### config.mk
export PLATFORM = sky130hd
export DESIGN_NAME = pdm_serializer_flat
export DESIGN_NICKNAME = d
export VERILOG_FILES = /design/src/rtl/pdm_serializer_if.sv /design/src/rtl/pdm_serializer.sv /design/src/flat_wrapper.sv
export SDC_FILE = /design/constraint.sdc
export NUM_CORES = 1
export LEC_CHECK = 0
export CAP_MARGIN = 20
export CORE_UTILIZATION = 60
export DETAILED_ROUTE_END_ITERATION = 8
export PLACE_DENSITY = 0.81
export SYNTH_ARGS = -nofsm -noshare
export SYNTH_HDL_FRONTEND = slang
export SYNTH_SLANG_ARGS = --single-unit
### constraint.sdc
create_clock -name clk -period 3.5 [get_ports clk]
set_input_delay 0.7 -clock clk [delete_from_list [all_inputs] [get_ports clk]]
set_output_delay 0.7 -clock clk [all_outputs]
set_load 0.02 [all_outputs]
### src/rtl/pdm_serializer_if.sv
// PCM sample handshake bundle between the sample source (e.g. a FIFO) and
// the PDM serializer. The master drives samples, the slave returns ready.
`timescale 1ns/1ps
interface pdm_serializer_if #(
  parameter int DATA_WIDTH = 16
) ();
  logic [DATA_WIDTH-1:0] pcm_in;
  logic                  pcm_valid;
  logic                  pcm_ready;

  modport master (output pcm_in, output pcm_valid, input pcm_ready);
  modport slave  (input pcm_in, input pcm_valid, output pcm_ready);
endinterface

### src/rtl/pdm_serializer.sv
// PCM-to-PDM transmitter: takes signed PCM samples over valid/ready, makes
// its own PDM bit clock and converts every sample into OVERSAMPLE bits with
// a first-order sigma-delta (phase accumulator) modulator.
// HALF = CLK_FREQ/(2*PDM_CLK_FREQ) must be at least 2.
`timescale 1ns/1ps
module pdm_serializer #(
  parameter int CLK_FREQ     = 100_000_000,
  parameter int PDM_CLK_FREQ = 3_072_000,
  parameter int OVERSAMPLE   = 64,
  parameter int DATA_WIDTH   = 16
) (
  input  logic             clk,
  input  logic             rst_n,
  input  logic             enable,
  pdm_serializer_if.slave  pcm,
  output logic             pdm_clk,
  output logic             pdm_data,
  output logic             underrun
);

  localparam int HALF  = CLK_FREQ / (2 * PDM_CLK_FREQ);
  localparam int DIV_W = (HALF > 1) ? $clog2(HALF) : 1;
  localparam int CNT_W = $clog2(OVERSAMPLE + 1);
  localparam logic [DIV_W-1:0] DIV_MAX  = DIV_W'(HALF - 1);
  localparam logic [CNT_W-1:0] LAST_BIT = CNT_W'(OVERSAMPLE);

  // STOP keeps the divider running until the current PDM period ends.
  typedef enum logic [1:0] {IDLE, RUN, STOP} state_t;

  state_t                state_q, state_d;
  logic [DIV_W-1:0]      div_cnt_q, div_cnt_d;
  logic [CNT_W-1:0]      bit_cnt_q, bit_cnt_d;
  logic [DATA_WIDTH-1:0] acc_q, acc_d;
  logic [DATA_WIDTH-1:0] hold_q, hold_d;
  logic                  hold_full_q, hold_full_d;
  logic [DATA_WIDTH-1:0] cur_q, cur_d;
  logic                  pdm_clk_q, pdm_clk_d;
  logic                  pdm_data_q, pdm_data_d;
  logic                  underrun_q, underrun_d;

  logic                  accept;
  logic                  tick;
  logic                  fall;
  logic [DATA_WIDTH-1:0] u_val;
  logic [DATA_WIDTH:0]   sum;
  logic [CNT_W-1:0]      bit_cnt_inc;

  assign pcm.pcm_ready = !hold_full_q;
  assign accept        = pcm.pcm_valid && !hold_full_q;
  assign tick          = (div_cnt_q == DIV_MAX);
  assign fall          = tick && pdm_clk_q;
  // Offset-binary conversion of the signed sample is an MSB inversion.
  assign u_val         = {~cur_q[DATA_WIDTH-1], cur_q[DATA_WIDTH-2:0]};
  assign sum           = {1'b0, acc_q} + {1'b0, u_val};
  assign bit_cnt_inc   = bit_cnt_q + CNT_W'(1);

  assign pdm_clk  = pdm_clk_q;
  assign pdm_data = pdm_data_q;
  assign underrun = underrun_q;

  // State, clock divider, modulator and sample-buffer next-state logic.
  always_comb begin
    state_d     = state_q;
    div_cnt_d   = div_cnt_q;
    bit_cnt_d   = bit_cnt_q;
    acc_d       = acc_q;
    hold_d      = hold_q;
    hold_full_d = hold_full_q;
    cur_d       = cur_q;
    pdm_clk_d   = pdm_clk_q;
    pdm_data_d  = pdm_data_q;
    underrun_d  = 1'b0;

    if (accept) begin
      hold_d      = pcm.pcm_in;
      hold_full_d = 1'b1;
    end

    case (state_q)
      IDLE: begin
        pdm_clk_d  = 1'b0;
        pdm_data_d = 1'b0;
        div_cnt_d  = '0;
        bit_cnt_d  = '0;
        acc_d      = '0;
        if (enable && hold_full_q) begin
          cur_d       = hold_q;
          hold_full_d = 1'b0;
          state_d     = RUN;
        end
      end

      RUN, STOP: begin
        if (tick) begin
          div_cnt_d = '0;
          pdm_clk_d = ~pdm_clk_q;
        end else begin
          div_cnt_d = div_cnt_q + DIV_W'(1);
        end

        if (state_q == RUN && !enable) begin
          state_d = STOP;
        end

        if (fall) begin
          if (state_q == STOP || !enable) begin
            pdm_data_d = 1'b0;
            acc_d      = '0;
            bit_cnt_d  = '0;
            div_cnt_d  = '0;
            pdm_clk_d  = 1'b0;
            state_d    = IDLE;
          end else begin
            pdm_data_d = sum[DATA_WIDTH];
            acc_d      = sum[DATA_WIDTH-1:0];
            if (bit_cnt_inc == LAST_BIT) begin
              bit_cnt_d = '0;
              if (hold_full_q) begin
                cur_d       = hold_q;
                hold_full_d = 1'b0;
              end else if (accept) begin
                cur_d       = pcm.pcm_in;
                hold_d      = hold_q;
                hold_full_d = 1'b0;
              end else begin
                cur_d      = '0;
                underrun_d = 1'b1;
              end
            end else begin
              bit_cnt_d = bit_cnt_inc;
            end
          end
        end
      end

      default: begin
        state_d = IDLE;
      end
    endcase
  end

  // Register bank; reset discards any buffered sample.
  always_ff @(posedge clk or negedge rst_n) begin
    if (!rst_n) begin
      state_q     <= IDLE;
      div_cnt_q   <= '0;
      bit_cnt_q   <= '0;
      acc_q       <= '0;
      hold_q      <= '0;
      hold_full_q <= 1'b0;
      cur_q       <= '0;
      pdm_clk_q   <= 1'b0;
      pdm_data_q  <= 1'b0;
      underrun_q  <= 1'b0;
    end else begin
      state_q     <= state_d;
      div_cnt_q   <= div_cnt_d;
      bit_cnt_q   <= bit_cnt_d;
      acc_q       <= acc_d;
      hold_q      <= hold_d;
      hold_full_q <= hold_full_d;
      cur_q       <= cur_d;
      pdm_clk_q   <= pdm_clk_d;
      pdm_data_q  <= pdm_data_d;
      underrun_q  <= underrun_d;
    end
  end

endmodule

### src/flat_wrapper.sv
// flat-port wrapper written by rule: the top's interface ports become plain ports
module pdm_serializer_flat 
#(
  parameter int CLK_FREQ     = 100_000_000,
  parameter int PDM_CLK_FREQ = 3_072_000,
  parameter int OVERSAMPLE   = 64,
  parameter int DATA_WIDTH   = 16
)
  (clk, rst_n, enable, pdm_clk, pdm_data, underrun, pcm_pcm_in, pcm_pcm_valid, pcm_pcm_ready);
  pdm_serializer_if #(.DATA_WIDTH(DATA_WIDTH)) pcm_i ();
  input  logic clk;
  input  logic rst_n;
  input  logic enable;
  output logic pdm_clk;
  output logic pdm_data;
  output logic underrun;
  input wire logic [$bits(pcm_i.pcm_in)-1:0] pcm_pcm_in;
  input wire logic [$bits(pcm_i.pcm_valid)-1:0] pcm_pcm_valid;
  output wire logic [$bits(pcm_i.pcm_ready)-1:0] pcm_pcm_ready;
  assign pcm_i.pcm_in = pcm_pcm_in;
  assign pcm_i.pcm_valid = pcm_pcm_valid;
  assign pcm_pcm_ready = pcm_i.pcm_ready;
  pdm_serializer #(.CLK_FREQ(CLK_FREQ), .PDM_CLK_FREQ(PDM_CLK_FREQ), .OVERSAMPLE(OVERSAMPLE), .DATA_WIDTH(DATA_WIDTH)) u_core (.clk(clk), .rst_n(rst_n), .enable(enable), .pcm(pcm_i), .pdm_clk(pdm_clk), .pdm_data(pdm_data), .underrun(underrun));
endmodule
==> results.toml <==
[sta]
final-setup-viol-count = 0
hold_viol_final = 0
grt_setup_unrepaired = "no"
max_slew_margin = 0.387
finClkSkew_ns = 0.00670
whs_ns = 0.322
fin_tns_setup_ns = 0
slew_viol_final = 0
tightestPinTransition_ns = 0.917
min_period_ns = 2.86
fmax_ghz = 0.350
fin_crit_sh = 0.817

[yosys]
synth.net_count = 436
synth_top_area_share = 0.437
yosys_warnings = 0
yosysSeqAreaShare = 0.437
yosysTopAreaCell = "dfrtp_1"
synthArstFlopShare = 1.00
syn_inst = 392
synth-edff-count = 0
synthFlopType = "dfrtp_1"
synth_cell_types = 49
synth.area.top_cells = "dfrtp_1, ha_1, nand2_1"
syn-cell-area_um2 = 3730
ys_ff_latch = 65
syn_area_per_cell_um2 = 9.51

[cts]
clk_latency_ns = 0.35
tritoncts = "done"
clk_path_buf_depth = 2
cts.sink_count = 65
cts_hold_buf = 0
path_clk_slew_ns = 0.07
h-tree-depth = 3
cts_resized = 0
cts_setup_buffers = 0
cts-root-buf = "clkbuf_8"
cts_made_buffers = 9

[cells_and_area]
final_cell_mix = "dfrtp_1, nand2_1, a21oi_1"
final_util = 0.702
fillers = 452
drive_gt1_frac = 0.122
diodes = 0
areaGrowthSynthToFinish_pct = 12.2
stdcell_area_um2 = 4180
final_common_cell = "dfrtp_1"
nets = 458

[setup_path]
critPathKind = "reg -> reg"
r2r_end = "u_core.hold_q[4]"
crit_path_end_kind = "register"
worstReg2RegStart = "u_core.div_cnt_q[0]"
startpoint = "u_core.div_cnt_q[0]"
reg2reg_slack_ns = 0.64
arrival_ns = 3.10
path_max_fanout = 18
rr_worst_depth = 7
startpoint_type = "register"
crit_required_ns = 3.74

[route]
routed_wl_um = 7650
drc = 0
via_per_inst = 5.84
antenna_left = 0
wl_per_cell_um = 15.5
vias = 2883
firstDrtPassIters = 5
drt-initial-drc-count = 176

[global_route]
track_usage = 0.260
grt_max_degree = 34
grt_pass1_vias = 2778
grt-ovfl-total = 0
antenna_found_initial = 0
grt_pass1_wl_um = 12600

[die]
rows = 28
die_y_um = 80.8
pin_count = 24
die_area_um2 = 6530
die_w_um = 80.8
core_um2 = 5960
start_util = 0.626

[power]
powerDensity_nw_per_um2 = 748
ir_drop_mv = 0.625
total_power_mw = 3.13
p_leak_nw = 1.94

[placed_design]
gp_congestion = 0.890
hpwlAfterDp_um = 5260
io_buffers = 23
placed_area_um2 = 3990

[hold_path]
holdCritPathClass = "in -> async"

[run_status]
status = "completed"

[job]
maxCapViolCount = 0
## logic make-up after synthesis
family / Yosys count / share of synthesized area
flip-flops: 65 / 0.437
AO/OA/AOI/OAI: 119 / 0.202
AND/OR/NAND/NOR: 128 / 0.154
XOR/XNOR: 11 / 0.0259
buffers and inverters: 28 / 0.0383
multiplexers: 17 / 0.0611
adder cells (fa/ha/maj): 24 / 0.0826
## per-layer routing
metal / share of wire / wire [um] / track usage / vias to the layer above
li1: - / - / - / 1436
met1: 0.47 / 3570 / 0.342 / 1378
met2: 0.47 / 3630 / 0.423 / 58
met3: 0.043 / 327 / 0.0427 / 11
met4: 0.016 / 121 / 0.118 / 0
met5: 0 / 0 / 0 / -
## Yosys cell counts, drive strengths merged (2+ instances only)
master,n
a211oi,3
a21boi,3
a21o,9
a21oi,36
a22o,4
a31oi,3
a32o,2
and3,2
buf,7
clkbuf,10
dfrtp,65
ha,23
inv,11
mux2,16
nand2,62
nand2b,4
nand3,7
nand4,5
nor2,32
nor2b,3
nor3b,2
nor4,2
o21ai,46
o31ai,4
or3,3
xnor2,5
xor2,6
## through the flow
stage / worst slack (ns) / std cells
floorplan: 1.11 / 392
global placement: 0.570 / 478
detailed placement: 0.521 / 478
CTS: 0.638 / 494
global route: 0.513 / 494
finish: 0.640 / 494
## registers in the layout (all words and copies together) (netlist names)
| name | cells |
|---|---|
| u_core.cur_q | 16 |
| u_core.div_cnt_q | 4 |
| u_core.acc_q | 16 |
| u_core.bit_cnt_q | 7 |
| u_core.state_q | 2 |
| u_core.underrun | 1 |
| u_core.hold_full_q | 1 |
| u_core.pdm_clk | 1 |
| u_core.hold_q | 16 |
| u_core.pdm_data | 1 |
## critical path, cell delays in order, from the launching register on
cell and delay [ns]:
dfrtp_1 0.43, ha_1 0.26, and3_1 0.21, ha_1 0.22, nand3b_1 0.15, or2_2 0.35
o211a_1 0.71, mux2_2 0.41
## worst max path at each step
stage	endpoint	depth (start not counted)
finish	u_core.hold_q[4]	7
global route	u_core.hold_q[5]	7
CTS	u_core.hold_q[4]	7
detailed placement	u_core.hold_q[7]	5
global placement	u_core.hold_q[6]	5
floorplan	u_core.hold_q[10]	10
## cell type report
cell class                 count  area, um2  share of cell area
clock buffer                  11        141              0.0338
sequential                    65       1630               0.389
inverter                      11       41.3             0.00987
multi-input combinational    299       1960               0.469
tap                           75       93.8              0.0224
clock inverter                 5       55.1              0.0132
timing repair buffer          28        263              0.0628
## power breakdown
part / internal [mW] / total (mW) / switching (mW)
combinational: 0.556 / 1.35 / 0.798
clock: 0.346 / 0.644 / 0.298
sequential: 0.974 / 1.13 / 0.155
No activity file was read; power rests on OpenSTA's default activity.
